`src/rtl/spi_reg_burst.sv`:
```
// spi_reg_burst: SPI slave register-access port.
// A command byte (bit 7 = write, low ADDR_W bits = start address) is followed
// by REG_W-bit data words, MSB first. All four SPI modes are selectable at
// run time through `mode`. The SPI pins are synchronised into the clk domain,
// and the SPI clock is recovered as edge pulses.
// Optional feature: define SPI_REG_BURST_AUTOINC_EN for multi-word bursts
// with address auto-increment. Without it, each frame carries one data word.
module spi_reg_burst #(
  parameter int ADDR_W = 7,
  parameter int REG_W  = 8
) (
  input  logic              clk,
  input  logic              rstb,
  input  logic              ena,
  input  logic [1:0]        mode,
  input  logic              spi_cs_n,
  input  logic              spi_clk,
  input  logic              spi_mosi,
  output logic              spi_miso,
  output logic [ADDR_W-1:0] reg_addr,
  input  logic [REG_W-1:0]  reg_data_i,
  output logic              reg_rd_stb,
  output logic [REG_W-1:0]  reg_data_o,
  output logic              reg_data_o_dv,
  input  logic [7:0]        status,
  output logic              frame_err
);

  localparam int                CNT_W     = $clog2(REG_W);
  localparam logic [CNT_W-1:0]  CMD_LAST  = CNT_W'(7);
  localparam logic [CNT_W-1:0]  WORD_LAST = CNT_W'(REG_W - 1);

  typedef enum logic [1:0] {
    IDLE    = 2'd0,
    CMD     = 2'd1,
    WR_DATA = 2'd2,
    RD_DATA = 2'd3
  } state_t;

  // [0],[1]: synchroniser flops; [2]: previous synchronised value for edges
  logic [2:0]        cs_q;
  logic [2:0]        sclk_q;
  logic [1:0]        mosi_q;

  state_t            state;
  logic [REG_W-1:0]  rx_sh;
  logic [REG_W-1:0]  tx_sh;
  logic [REG_W-1:0]  rx_next;
  logic [REG_W-1:0]  status_w;
  logic [CNT_W-1:0]  bit_cnt;
  logic [CNT_W-1:0]  cnt_next;
  logic [CNT_W-1:0]  word_last;
  logic              skip_chg;      // swallow the first change edge (CPHA=1)
  logic              tx_load_pend;  // next change edge loads reg_data_i
  logic              addr_inc;      // bump reg_addr on the following cycle
  logic              word_done;     // single-word frame already complete

  logic              cs_fall;
  logic              cs_rise;
  logic              sclk_rise;
  logic              sclk_fall;
  logic              sample_pulse;
  logic              change_pulse;
  logic              bit_active;
  logic              word_end;

  // Pin synchronisers; they hold along with everything else when ena is low
  always_ff @(posedge clk or negedge rstb) begin
    if (!rstb) begin
      // Chip select resets to "selected" so that a CS already low when reset
      // is released produces no falling edge: the FSM stays in IDLE until
      // the master really starts a new frame.
      cs_q   <= '0;
      sclk_q <= '0;
      mosi_q <= '0;
    end else if (ena) begin
      cs_q   <= {cs_q[1:0], spi_cs_n};
      sclk_q <= {sclk_q[1:0], spi_clk};
      mosi_q <= {mosi_q[0], spi_mosi};
    end
  end

  // SPI clock edges are gated by the pre-transition CS value, so a sample
  // edge that coincides with CS rising still completes its word.
  assign cs_fall   =  cs_q[2] & ~cs_q[1];
  assign cs_rise   = ~cs_q[2] &  cs_q[1];
  assign sclk_rise = ~cs_q[2] &  sclk_q[1] & ~sclk_q[2];
  assign sclk_fall = ~cs_q[2] & ~sclk_q[1] &  sclk_q[2];

  // Modes 0 and 3 sample on rising edges, modes 1 and 2 on falling edges
  assign sample_pulse = (mode[1] ^ mode[0]) ? sclk_fall : sclk_rise;
  assign change_pulse = (mode[1] ^ mode[0]) ? sclk_rise : sclk_fall;

  assign rx_next   = {rx_sh[REG_W-2:0], mosi_q[1]};
  assign status_w  = REG_W'(status) << (REG_W - 8);
  assign word_last = (state == CMD) ? CMD_LAST : WORD_LAST;

  assign bit_active = sample_pulse &&
                      ((state == CMD) ||
                       (((state == WR_DATA) || (state == RD_DATA)) && !word_done));
  assign word_end   = bit_active && (bit_cnt == word_last);
  assign cnt_next   = word_end   ? '0 :
                      bit_active ? bit_cnt + CNT_W'(1) : bit_cnt;

  assign spi_miso = tx_sh[REG_W-1];

  // Frame FSM, shift registers, bit counter and register-port strobes
  always_ff @(posedge clk or negedge rstb) begin
    if (!rstb) begin
      state         <= IDLE;
      rx_sh         <= '0;
      tx_sh         <= '0;
      bit_cnt       <= '0;
      reg_addr      <= '0;
      reg_data_o    <= '0;
      reg_data_o_dv <= 1'b0;
      reg_rd_stb    <= 1'b0;
      frame_err     <= 1'b0;
      skip_chg      <= 1'b0;
      tx_load_pend  <= 1'b0;
      addr_inc      <= 1'b0;
      word_done     <= 1'b0;
    end else if (ena) begin
      // NOTE: every state update here is non-blocking, so all tests in this
      // block see the values from before the edge and statement order only
      // matters where a later assignment deliberately overrides an earlier one.
      reg_data_o_dv <= 1'b0;
      reg_rd_stb    <= 1'b0;
      frame_err     <= 1'b0;
      addr_inc      <= 1'b0;

      if (addr_inc)
        reg_addr <= reg_addr + ADDR_W'(1);

      if (bit_active) begin
        rx_sh   <= rx_next;
        bit_cnt <= cnt_next;
      end

      // Transmit side: load a fresh read word after a word boundary,
      // otherwise shift left with zero fill
      if (change_pulse && (state != IDLE)) begin
        if (skip_chg) begin
          skip_chg <= 1'b0;
        end else if ((state == RD_DATA) && tx_load_pend) begin
          tx_sh        <= reg_data_i;
          tx_load_pend <= 1'b0;
          reg_rd_stb   <= 1'b1;
        end else begin
          tx_sh <= {tx_sh[REG_W-2:0], 1'b0};
        end
      end

      case (state)
        IDLE: begin
          if (cs_fall) begin
            state        <= CMD;
            bit_cnt      <= '0;
            tx_sh        <= status_w;
            skip_chg     <= mode[0];
            tx_load_pend <= 1'b0;
            word_done    <= 1'b0;
          end
        end
        CMD: begin
          if (word_end) begin
            reg_addr <= rx_next[ADDR_W-1:0];
            if (rx_next[7]) begin
              state <= WR_DATA;
            end else begin
              state        <= RD_DATA;
              tx_load_pend <= 1'b1;
            end
          end
        end
        WR_DATA: begin
          if (word_end) begin
            reg_data_o    <= rx_next;
            reg_data_o_dv <= 1'b1;
`ifdef SPI_REG_BURST_AUTOINC_EN
            addr_inc      <= 1'b1;
`else
            word_done     <= 1'b1;
`endif
          end
        end
        RD_DATA: begin
          if (word_end) begin
`ifdef SPI_REG_BURST_AUTOINC_EN
            addr_inc     <= 1'b1;
            tx_load_pend <= 1'b1;
`else
            word_done    <= 1'b1;
`endif
          end
        end
        default: state <= IDLE;
      endcase

      // CS release ends the frame from any state; a partial word is an error
      if (cs_rise) begin
        state <= IDLE;
        if ((state != IDLE) && (cnt_next != '0))
          frame_err <= 1'b1;
      end
    end
  end

endmodule

```
`config.mk`:
```
export PLATFORM = sky130hd
export DESIGN_NAME = spi_reg_burst
export DESIGN_NICKNAME = d
export VERILOG_FILES = /design/src/rtl/spi_reg_burst.sv
export SDC_FILE = /design/constraint.sdc
export NUM_CORES = 1
export LEC_CHECK = 0
export ABC_AREA = 1
export BUFFER_PORTS_ARGS = -buffer_cell sky130_fd_sc_hd__buf_2
export CAP_MARGIN = 20
export CORE_AREA = 2 2 79 100
export DETAILED_ROUTE_END_ITERATION = 8
export DIE_AREA = 0 0 81 102
export GPL_TIMING_DRIVEN = 1
export PLACE_DENSITY = 0.6
export REMOVE_ABC_BUFFERS = 1
export SLEW_MARGIN = 25
export SYNTH_ARGS = -nofsm -noshare
export SYNTH_HDL_FRONTEND = slang
export SYNTH_SLANG_ARGS = --single-unit
```
`constraint.sdc`:
```
create_clock -name clk -period 2 [get_ports clk]
set_clock_uncertainty 0.1 [all_clocks]
set_input_delay 0.1 -clock clk [delete_from_list [all_inputs] [get_ports clk]]
set_output_delay 0.1 -clock clk [all_outputs]
set_load 0.02 [all_outputs]
```
==> results.ini <==
[outcome]
status = completed

[final_layout]
fillCellCount = 757
area.growth.synth_to_final_pct = 23.5
multi_input_area_um2 = 1110
drive_gt1_share_pct = 21.0
final_area_um2 = 3100
final_nets = 398
num_antenna_cells = 0
layout.cells.non_filler = 463
register_area_um2 = 1230

[setup_path]
critical_path.max_stage_delay_ps = 380
cp-end-kind = flop
path_common_cell = inv_1
cp_max_fo = 12
path_cells = inv_1, ha_1, nand2_1, inv_1, nor2_1, inv_1, o22ai_1
worst-path-buf-inv = 3
worstSetupStartpointType = flop
cp.required_ps = 2130
path_delay_family = simple AND/OR/NAND/NOR gates
critPathKind = reg -> reg
arrival_ps = 1910
slowest_stage = dfrtp_1

[die]
start_util_pct = 34.5
coreArea_um2 = 7270
die_width_um = 81
rows = 35
die_h_um = 102
ioPinCount = 43
fp.dieArea_um2 = 8260

[routing]
ant_nets = 0
routed_wl_mm = 5.49
vias = 2142
via_per_inst = 4.63
drt-pass1-iter-count = 4
wire_per_inst_um = 11.9
drt_iter0_markers = 74
drc = 0

[logic_synthesis]
synth-seq-cells = 49
synth-seq-area-share_pct = 48.9
syn_area_um2 = 2510
synth.distinct_cells = 29
syn_inst = 314
syn_area_per_cell_um2 = 7.99
netlist.area_leader.share_pct = 48.9
yosysWarnings = 0
synthTopCellsByArea = dfrtp_1 (49%), nand2_1 (17%), o21ai_0 (6.2%)
yosys.area.top_type = dfrtp_1

[sta]
rsz0062_at_grt = no
period_share_pct = 89.1
timing.fmax_ghz = 0.561
slew-limit-headroom_pct = 63.9
setup_ws_ps = 218
setup_tns_ps = 0
post-route-min-period_ps = 1780
hold_ws_ps = 8.12
worstMarginPinSlew_ps = 541
hold_viol = 0
slew_viol_final = 0
setup_viol = 0

[place]
globalplace.congestion = 0.747
place_ws_ps = 178
port_buffers = 42
dp_cells = 445
dp_hpwl_mm = 4.11
post_dp_cell_area_um2 = 2850

[power]
powerDensity_nw_per_um2 = 1070
peakVddDrop_uv = 437
p_leak_uw = 0.00164

[clock_tree]
root_buffer = clkbuf_8
clk_path_buf_depth = 2
clock_latency_ps = 310
tritoncts = built
numCtsBuffers = 5
htreeDepth = 2
path_clk_slew_ps = 100
clock_sinks = 49
cts_setup_buffers = 0

[global_route]
antenna_found_initial = 0
grt_pass1_wl_mm = 9.76
grt_max_degree = 28
grt_pass1_vias = 2175
grt_overflow = 0
track_usage_pct = 15.0

[flow_run]
drv_cap = 0

[hold_path]
hold_class = in -> reg

[cells by family (layout without fill, tap and decap cells)]
| family | Yosys count | count (layout) | share of synthesized area [%] |
|---|---|---|---|
| simple gates | 163 | 163 | 29.1 |
| compound gates | 53 | 53 | 12.7 |
| flops | 49 | 49 | 48.9 |
| buf+inv | 45 | 102 | 7.38 |
| fa+ha+maj | 4 | 4 | 2.00 |
[path summary, 6_finish.rpt]
kind / startpoint / to / slack, ps / cells past startpoint
setup / recovery: cs_q[1] / bit_cnt[0] / 220 / 7
hold / removal: status[0] / tx_sh[0] / 8 / 4
setup reg to reg: cs_q[1] / bit_cnt[0] / 220 / 7
hold reg to reg: sclk_q[0] / sclk_q[0] / 380 / 2
max in group asynchronous: rstb / rx_sh[6] / 1070 / 3
min in group asynchronous: rstb / reg_addr[5] / 200 / 2
[registers in the layout, indices dropped and copies added (netlist names)]
register and cells:
skip_chg 1, mosi_q 2, state 2, word_done 1
cs_q 3, reg_addr 7, tx_load_pend 1, tx_sh 8
reg_data_o_dv 1, bit_cnt 3, reg_data_o 8, reg_rd_stb 1
rx_sh 7, frame_err 1, sclk_q 3
[power breakdown]
| group | total (µW) | switching, µW | internal [µW] |
|---|---|---|---|
| Clock | 851 | 348 | 503 |
| Combinational | 1050 | 657 | 394 |
| Sequential | 1430 | 189 | 1240 |
[per-stage QoR]
stage               utilization (%)  power [µW]
finish                         42.6        3330
global route                   42.6        3620
CTS                            42.4        3360
detailed placement             39.1        2480
global placement               39.1        2460
floorplan                         -        2150
[cell usage after synthesis, drive strengths merged]
library cell and n:
a21boi 1, a21oi 3, buf 5, clkbuf 5
clkinv 1, dfrtp 49, ha 4, inv 34
nand2 119, nand3 11, nand4 14, nor2 17
nor3 1, o21ai 38, o21bai 6, o22ai 3
o31ai 2, or2 1
[cells in the final DEF, fill, tap and decap left out, types with 2 or more instances in the layout]
cell type,count
dlygate4sd3_1,10
a21oi_1,3
dfrtp_1,49
nand3_4,2
o21bai_1,6
bufinv_16,2
inv_1,33
nand2_2,5
ha_1,3
clkbuf_8,5
buf_2,42
o21ai_0,31
o21ai_2,7
nand4_1,13
nor2_1,14
nand2_1,114
nand3_1,9
o22ai_1,3
o31ai_1,2
buf_4,6
[layout make-up]
cell class	count	share of cell area, %
flip-flops and latches	49	39.6
multi-input cells	220	35.9
repair buffers	59	12.1
inverters	35	4.24
well taps	92	3.71
clock buffers	5	2.22
clock inverters	3	2.22
[worst reg2reg max path: stages, from the launching register on]
cell and delay, ps:
dfrtp_1 380, inv_1 60, ha_1 190, nand2_1 290, inv_1 80, nor2_1 300, inv_1 140, o22ai_1 160
[what timing repair did]
| action | 4_1_cts | 5_1_grt |
|---|---|---|
| hold buffers | 10 | 0 |
| setup endpoints to repair | 0 | 11 |
| hold endpoints to repair | 31 | 0 |
| resized for setup | 0 | 4 |
[metal layers]
layer	up-vias	GRT usage, %	share of wire [%]
met5	-	0	0
met4	0	3.52	1.0
met3	5	3.36	4.1
met2	43	26.1	50
met1	972	18.8	45
li1	1122	-	-
(Power assumes the default switching activity.)
